===== src/rtl/muxn_pipe.sv =====
`default_nettype none
// ============================================================================
// Module      : muxn_pipe
// Description : N-way, WIDTH-bit channel selector with a registered output
//               stage and a two-entry skid buffer. Valid/ready handshake on
//               both sides, in-order delivery at one beat per cycle, flush.
// Revision    : 1.0 - initial release
// ============================================================================
module muxn_pipe #(
    parameter int WIDTH = 32,
    parameter int N     = 4,
    parameter int SELW  = (N > 1) ? $clog2(N) : 1
) (
    input  logic                 clk,
    input  logic                 reset,
    input  logic [N*WIDTH-1:0]   i_data,
    input  logic [SELW-1:0]      i_sel,
    input  logic                 i_valid,
    output logic                 o_ready,
    input  logic                 i_flush,
    output logic [WIDTH-1:0]     o_data,
    output logic                 o_valid,
    input  logic                 i_ready,
    output logic                 o_selerr
);

    // Occupancy of the two-entry pipe: main register only, or main plus skid.
    typedef enum logic [1:0] {
        ST_EMPTY = 2'd0,
        ST_ONE   = 2'd1,
        ST_FULL  = 2'd2
    } state_t;

    state_t             r_state;
    state_t             w_state_next;

    logic [WIDTH-1:0]   r_data;
    logic               r_selerr;
    logic [WIDTH-1:0]   r_skid_data;
    logic               r_skid_selerr;

    logic [WIDTH-1:0]   w_beat_data;
    logic               w_beat_selerr;
    logic               w_skid_valid;
    logic               w_accept;
    logic               w_pop;
    logic               w_ld_main_in;
    logic               w_ld_main_skid;
    logic               w_ld_skid;

    // ------------------------------------------------------------------------
    // Beat formation: pick the selected channel; an out-of-range select gives
    // an all-zero beat tagged with selerr.
    // ------------------------------------------------------------------------
    if (N == 1) begin : g_single
        logic w_unused_sel;
        assign w_unused_sel = ^i_sel;

        // Single channel: the select is meaningless and never an error.
        always_comb begin
            w_beat_data   = i_data[WIDTH-1:0];
            w_beat_selerr = 1'b0;
        end
    end else begin : g_multi
        localparam logic [SELW:0] c_n = (SELW + 1)'(N);

        // Channel mux with range check for non-power-of-two channel counts.
        always_comb begin
            w_beat_data   = '0;
            w_beat_selerr = 1'b0;
            if ({1'b0, i_sel} >= c_n) begin
                w_beat_selerr = 1'b1;
            end else begin
                for (int k = 0; k < N; k++) begin
                    if (i_sel == SELW'(k)) begin
                        w_beat_data = i_data[k*WIDTH +: WIDTH];
                    end
                end
            end
        end
    end

    assign o_valid      = (r_state != ST_EMPTY);
    assign w_skid_valid = (r_state == ST_FULL);
    assign o_ready      = !w_skid_valid && !reset;
    assign w_accept     = i_valid && o_ready;
    assign w_pop        = o_valid && i_ready;
    assign o_data       = r_data;
    assign o_selerr     = r_selerr;

    // Next occupancy and register load selects; flush drops everything.
    always_comb begin
        w_state_next   = r_state;
        w_ld_main_in   = 1'b0;
        w_ld_main_skid = 1'b0;
        w_ld_skid      = 1'b0;
        case (r_state)
            ST_EMPTY: begin
                if (w_accept) begin
                    w_ld_main_in = 1'b1;
                    w_state_next = ST_ONE;
                end
            end
            ST_ONE: begin
                if (w_accept && w_pop) begin
                    w_ld_main_in = 1'b1;
                end else if (w_accept) begin
                    w_ld_skid    = 1'b1;
                    w_state_next = ST_FULL;
                end else if (w_pop) begin
                    w_state_next = ST_EMPTY;
                end
            end
            ST_FULL: begin
                if (w_pop) begin
                    w_ld_main_skid = 1'b1;
                    w_state_next   = ST_ONE;
                end
            end
            default: begin
                w_state_next = ST_EMPTY;
            end
        endcase
        if (i_flush) begin
            w_state_next   = ST_EMPTY;
            w_ld_main_in   = 1'b0;
            w_ld_main_skid = 1'b0;
            w_ld_skid      = 1'b0;
        end
    end

    // Occupancy state register.
    always_ff @(posedge clk or posedge reset) begin
        if (reset) begin
            r_state <= ST_EMPTY;
        end else begin
            r_state <= w_state_next;
        end
    end

    // Main and skid datapath registers; main only changes when empty or popped.
    always_ff @(posedge clk or posedge reset) begin
        if (reset) begin
            r_data        <= '0;
            r_selerr      <= 1'b0;
            r_skid_data   <= '0;
            r_skid_selerr <= 1'b0;
        end else begin
            if (w_ld_main_in) begin
                r_data   <= w_beat_data;
                r_selerr <= w_beat_selerr;
            end else if (w_ld_main_skid) begin
                r_data   <= r_skid_data;
                r_selerr <= r_skid_selerr;
            end
            if (w_ld_skid) begin
                r_skid_data   <= w_beat_data;
                r_skid_selerr <= w_beat_selerr;
            end
        end
    end

endmodule
`default_nettype wire


===== config.mk =====
export PLATFORM = sky130hd
export DESIGN_NAME = muxn_pipe
export DESIGN_NICKNAME = d
export VERILOG_FILES = /design/src/rtl/muxn_pipe.sv
export SDC_FILE = /design/constraint.sdc
export NUM_CORES = 1
export LEC_CHECK = 0
export CORE_UTILIZATION = 41
export DETAILED_ROUTE_END_ITERATION = 10
export PLACE_DENSITY = 0.82
export SYNTH_ARGS = -nofsm -noshare
export SYNTH_HDL_FRONTEND = slang
export SYNTH_SLANG_ARGS = --single-unit

===== constraint.sdc =====
create_clock -name clk -period 2.6 [get_ports clk]
set_clock_uncertainty 0.05 [all_clocks]
set_input_delay 0.39 -clock clk [delete_from_list [all_inputs] [get_ports clk]]
set_output_delay 0.39 -clock clk [all_outputs]
set_load 0.03 [all_outputs]

; Yosys cells after proc, flatten, opt, wreduce, memory -nomap -nowiden
; Index checks and enable logic that the tools add are counted.
[classes]
n_reduce_logical = 11
mux = 25
n_eq_ne = 9
[op_table]
columns = op, count
row1 = $mux W32, 6
row2 = $mux W2, 6
row3 = $mux W1, 11
row4 = $eq A2 B2 Y1 const B, 3
row5 = $ne A3 B3 Y1 const B, 2
row6 = $pmux W2 S3, 1
row7 = $eq A2 B1 Y1 const B, 2
row8 = $logic_and A1 B1 Y1, 4
row9 = $logic_not A2 Y1, 2
row10 = $ne A4 B4 Y1 const B, 1
row11 = $reduce_and A4 Y1, 1
row12 = $reduce_bool A2 Y1, 2
row13 = $ne A3 B2 Y1 const B, 1
row14 = $logic_not A1 Y1, 2
row15 = $pmux W1 S2, 1
[word_totals]
register_bits = 67
output_inout_bits = 35
word_cells = 49
in_bits = 135

; Longest topological paths before layout
[logic_depth]
ltp_word = 9
ltp_mapped = 6
mapped_depth_nobuf = 4

; Worst setup path before layout
; No wires, ideal clock.
[synth_path]
path_kind = input to register
start = input i_sel[0]
end = register r_data[0], in the netlist o_data[0]
setup_ns = 0.126
path_stages = 5
arrival_ns = 1.557
setup_slack_ns = 0.867
path_buffers = 2
required_ns = 2.424
cell_sequence = buf_6 -> buf_6 -> mux4_2 -> and2_1 -> a221o_1
[synth_between]
elab_chain_len = 6
elab_cells_between_ends = 9
classes_between = 3 x eq/ne / 5 x mux / 1 x reduce/logical
[synth_rtl]
columns = element, line
row1 = from (decl), 17  ; input logic [SELW-1:0] i_sel,
row2 = $logic_not A2 Y1, 75  ; if (i_sel == SELW'(k)) begin
row3 = $mux W32 (3 in a row), 75
row4 = $mux W32 (*), 75
row5 = $mux W32 (*), 149  ; if (w_ld_main_in) begin
row6 = to (signal assigned), 150  ; r_data <= w_beat_data;
row7 = to (signal assigned), 153  ; r_data <= r_skid_data;
row8 = to (decl), 37  ; logic [WIDTH-1:0] r_data;
; Mark *: on every way between the ends. The rest lies on a longest branch, timed or not.
; A chain may end at the register's enable or synchronous reset.

; Final worst setup path
[layout_path]
start = register r_state[1]
end = output o_ready
[layout_between]
elab_chain_len = 3
[layout_rtl]
columns = element, line
row1 = from (decl), 34  ; state_t r_state;
row2 = from (signal assigned), 137  ; r_state <= w_state_next;
row3 = $eq A2 B2 Y1, 84  ; assign w_skid_valid = (r_state == ST_FULL);
row4 = $logic_not A1 Y1, 85  ; assign o_ready = !w_skid_valid && !reset;
row5 = $logic_and A1 B1 Y1, 85
row6 = to (decl), 19  ; output logic o_ready,
; No other way between the ends.

==> results.toml <==
[power]
powerDensity_mw_per_mm2 = 594.6
ir_drop_uv = 266.8
p_leak_nw = 2.299

[finish]
final_common_cell = "clkdlybuf4s50_1"
num-nets-final = 534
design_area_mm2 = 0.005497
final_util_pct = 66.56
ff_latch_area_mm2 = 0.001652
antenna_cells = 0
final_cell_mix = "clkdlybuf4s50_1, dfrtp_1, mux2_2"
multi_input_area_mm2 = 0.001733
layout-drive-gt1-share_pct = 21.59
syn2layout_area_growth_pct = 56.45
fill_cells = 602

[yosys]
ys_warn_count = 0
synth_top_area_share_pct = 47.01
ys_types = 29
synth_area_leaders = "dfrtp_1, mux4_2, mux2_2"
syn_nets = 369
syn-cell-area_mm2 = 0.003513
yosysTopAreaCell = "dfrtp_1"
syn_inst = 234
yosysSeqAreaShare_pct = 47.01
synth_seq_cells = 66
syn_area_per_cell_um2 = 15.01

[clock_tree]
cts_tree = "done"
clock_sinks = 66
cts_max_path_buffers = 2
clock_latency_ns = 0.34
holdBufCountCts = 0
cts-buffers-inserted = 9
ctsHtreeMaxLevel = 3
clk_pin_slew_ns = 0.07
cts_root_buffer = "clkbuf_8"
cts_resized = 0
post-cts-setup-buffers = 0

[critical_path]
worst_setup_path_end_kind = "output pin"
cp.required_ns = 2.16
critPathMaxFanout = 7
worstPathArrival_ns = 1.81
startpoint_type = "flop"
critical_path_class = "flop to output pin"

[floorplanning]
dieHeight_um = 94.57
ios = 170
die_w_um = 94.57
rows = 33
core_area_mm2 = 0.008258
start_util_pct = 42.55
die-area_mm2 = 0.008943

[run_status]
status = "completed"

[global_routing]
antenna_found_initial = 0
grt_overflow = 0
track_usage_pct = 21.93
grt_pass1_wl_um = 14570
grt_max_degree = 67
grt_pass1_vias = 3046

[sta]
fin_ws_ns = 0.3526
tightestPinTransition_ns = 0.8279
fmax_mhz = 445.0
setup-tns-final_ns = 0
slew_violations = 0
rsz0062_at_grt = "false"
finalSetupViolCount = 0
finalCritPeriodShare_pct = 86.44
min_period_ns = 2.247
hold_viol = 0
maxSlewHeadroom_pct = 44.75

[placed_design]
pre_cts_slack_ns = 0.1453
hpwl_um = 6893
place_congestion = 0.7121
port_buffers = 168
placed_cell_area_mm2 = 0.005311

[routing]
drt-total-wl_um = 9402
ant_nets = 0
drt_iter0_drc = 80
drc = 0
post_drt_wl_per_cell_um = 18.51
drtPass1Iterations = 4
vias = 2816
avgViaCountPerCell = 5.543

[flow_run]
drv_cap = 0

[min_path]
hold_path.class = "flop to flop"
[registers in the layout, indices dropped and copies added (netlist names)]
signal	flops
r_state	2
r_skid_data	32
o_data	32
[cells by family after synthesis]
kind of cell	count (synthesis)	synth area share, %
compound gates	36	9.829
buf+inv	22	3.668
flops	66	47.01
mux	65	31.27
other cells	1	0.1067
simple gates	44	8.120
[cell usage after synthesis]
cell type and number:
a21o_1 1, a21oi_1 2, a221o_1 31, a22o_1 1, and2_1 31, and2b_1 1
and3b_1 1, buf_1 1, buf_2 7, buf_4 2, buf_6 4, clkbuf_1 7
conb_1 1, dfrtp_1 66, inv_1 1, mux2_2 32, mux2i_1 1, mux4_1 2
mux4_2 30, nand2_1 1, nand2b_1 1, nor2_1 2, nor2_2 1, nor2b_1 1
nor3_1 2, nor3b_1 1, nor4_4 1, o22a_1 1, or2_2 1
[critical path, cell delays in order, from the launching register on]
cell	delay [ns]
dfrtp_1	0.46
and2b_1	0.23
nor2_1	0.10
clkdlybuf4s50_1	0.68
[metrics by stage]
step,power [W],instances,hold slack [ns]
after floorplan,0.001924,234,0.4058
after global placement,0.002413,493,0.4100
after detailed placement,0.002460,493,0.4227
after CTS,0.003304,508,0.4391
after global routing,0.003413,508,0.4640
final,0.003268,508,0.4410
[routing by layer]
layer	global-route usage (%)	wire length, µm	vias to the layer above
met5	0	0	-
met4	8.838	187	0
met3	6.200	713	13
met2	39.07	5001	114
met1	24.68	3500	1431
li1	-	-	1258
[worst paths after layout]
kind / slack (ns) / startpoint / cells after the start / endpoint
max reg2reg: 0.56 / r_state[1] / 5 / o_data[10]
min: 0.44 / o_data[29] / 1 / o_data[29]
max: 0.35 / r_state[1] / 3 / o_ready
max in group asynchronous: 1.73 / reset / 3 / r_skid_data[13]
min reg2reg: 0.44 / o_data[29] / 1 / o_data[29]
min in group asynchronous: 0.49 / reset / 3 / r_state[0]
[layout make-up]
type	instances	share of cell area, %
Clock inverter	3	0.7284
Tap cell	105	2.390
Timing Repair Buffer	175	32.60
Clock buffer	12	2.641
Multi-Input combinational cell	146	31.53
Inverter	1	0.06829
Sequential cell	66	30.05
[power breakdown]
group | internal (W) | switching, W | leakage (nW)
sequential | 0.00124 | 0.000126 | 0.846
clock | 0.000461 | 0.000369 | 0.0962
combinational | 0.000613 | 0.000458 | 1.36
total | 0.00232 | 0.000953 | 2.30
No activity file was read; power rests on OpenSTA's default activity.
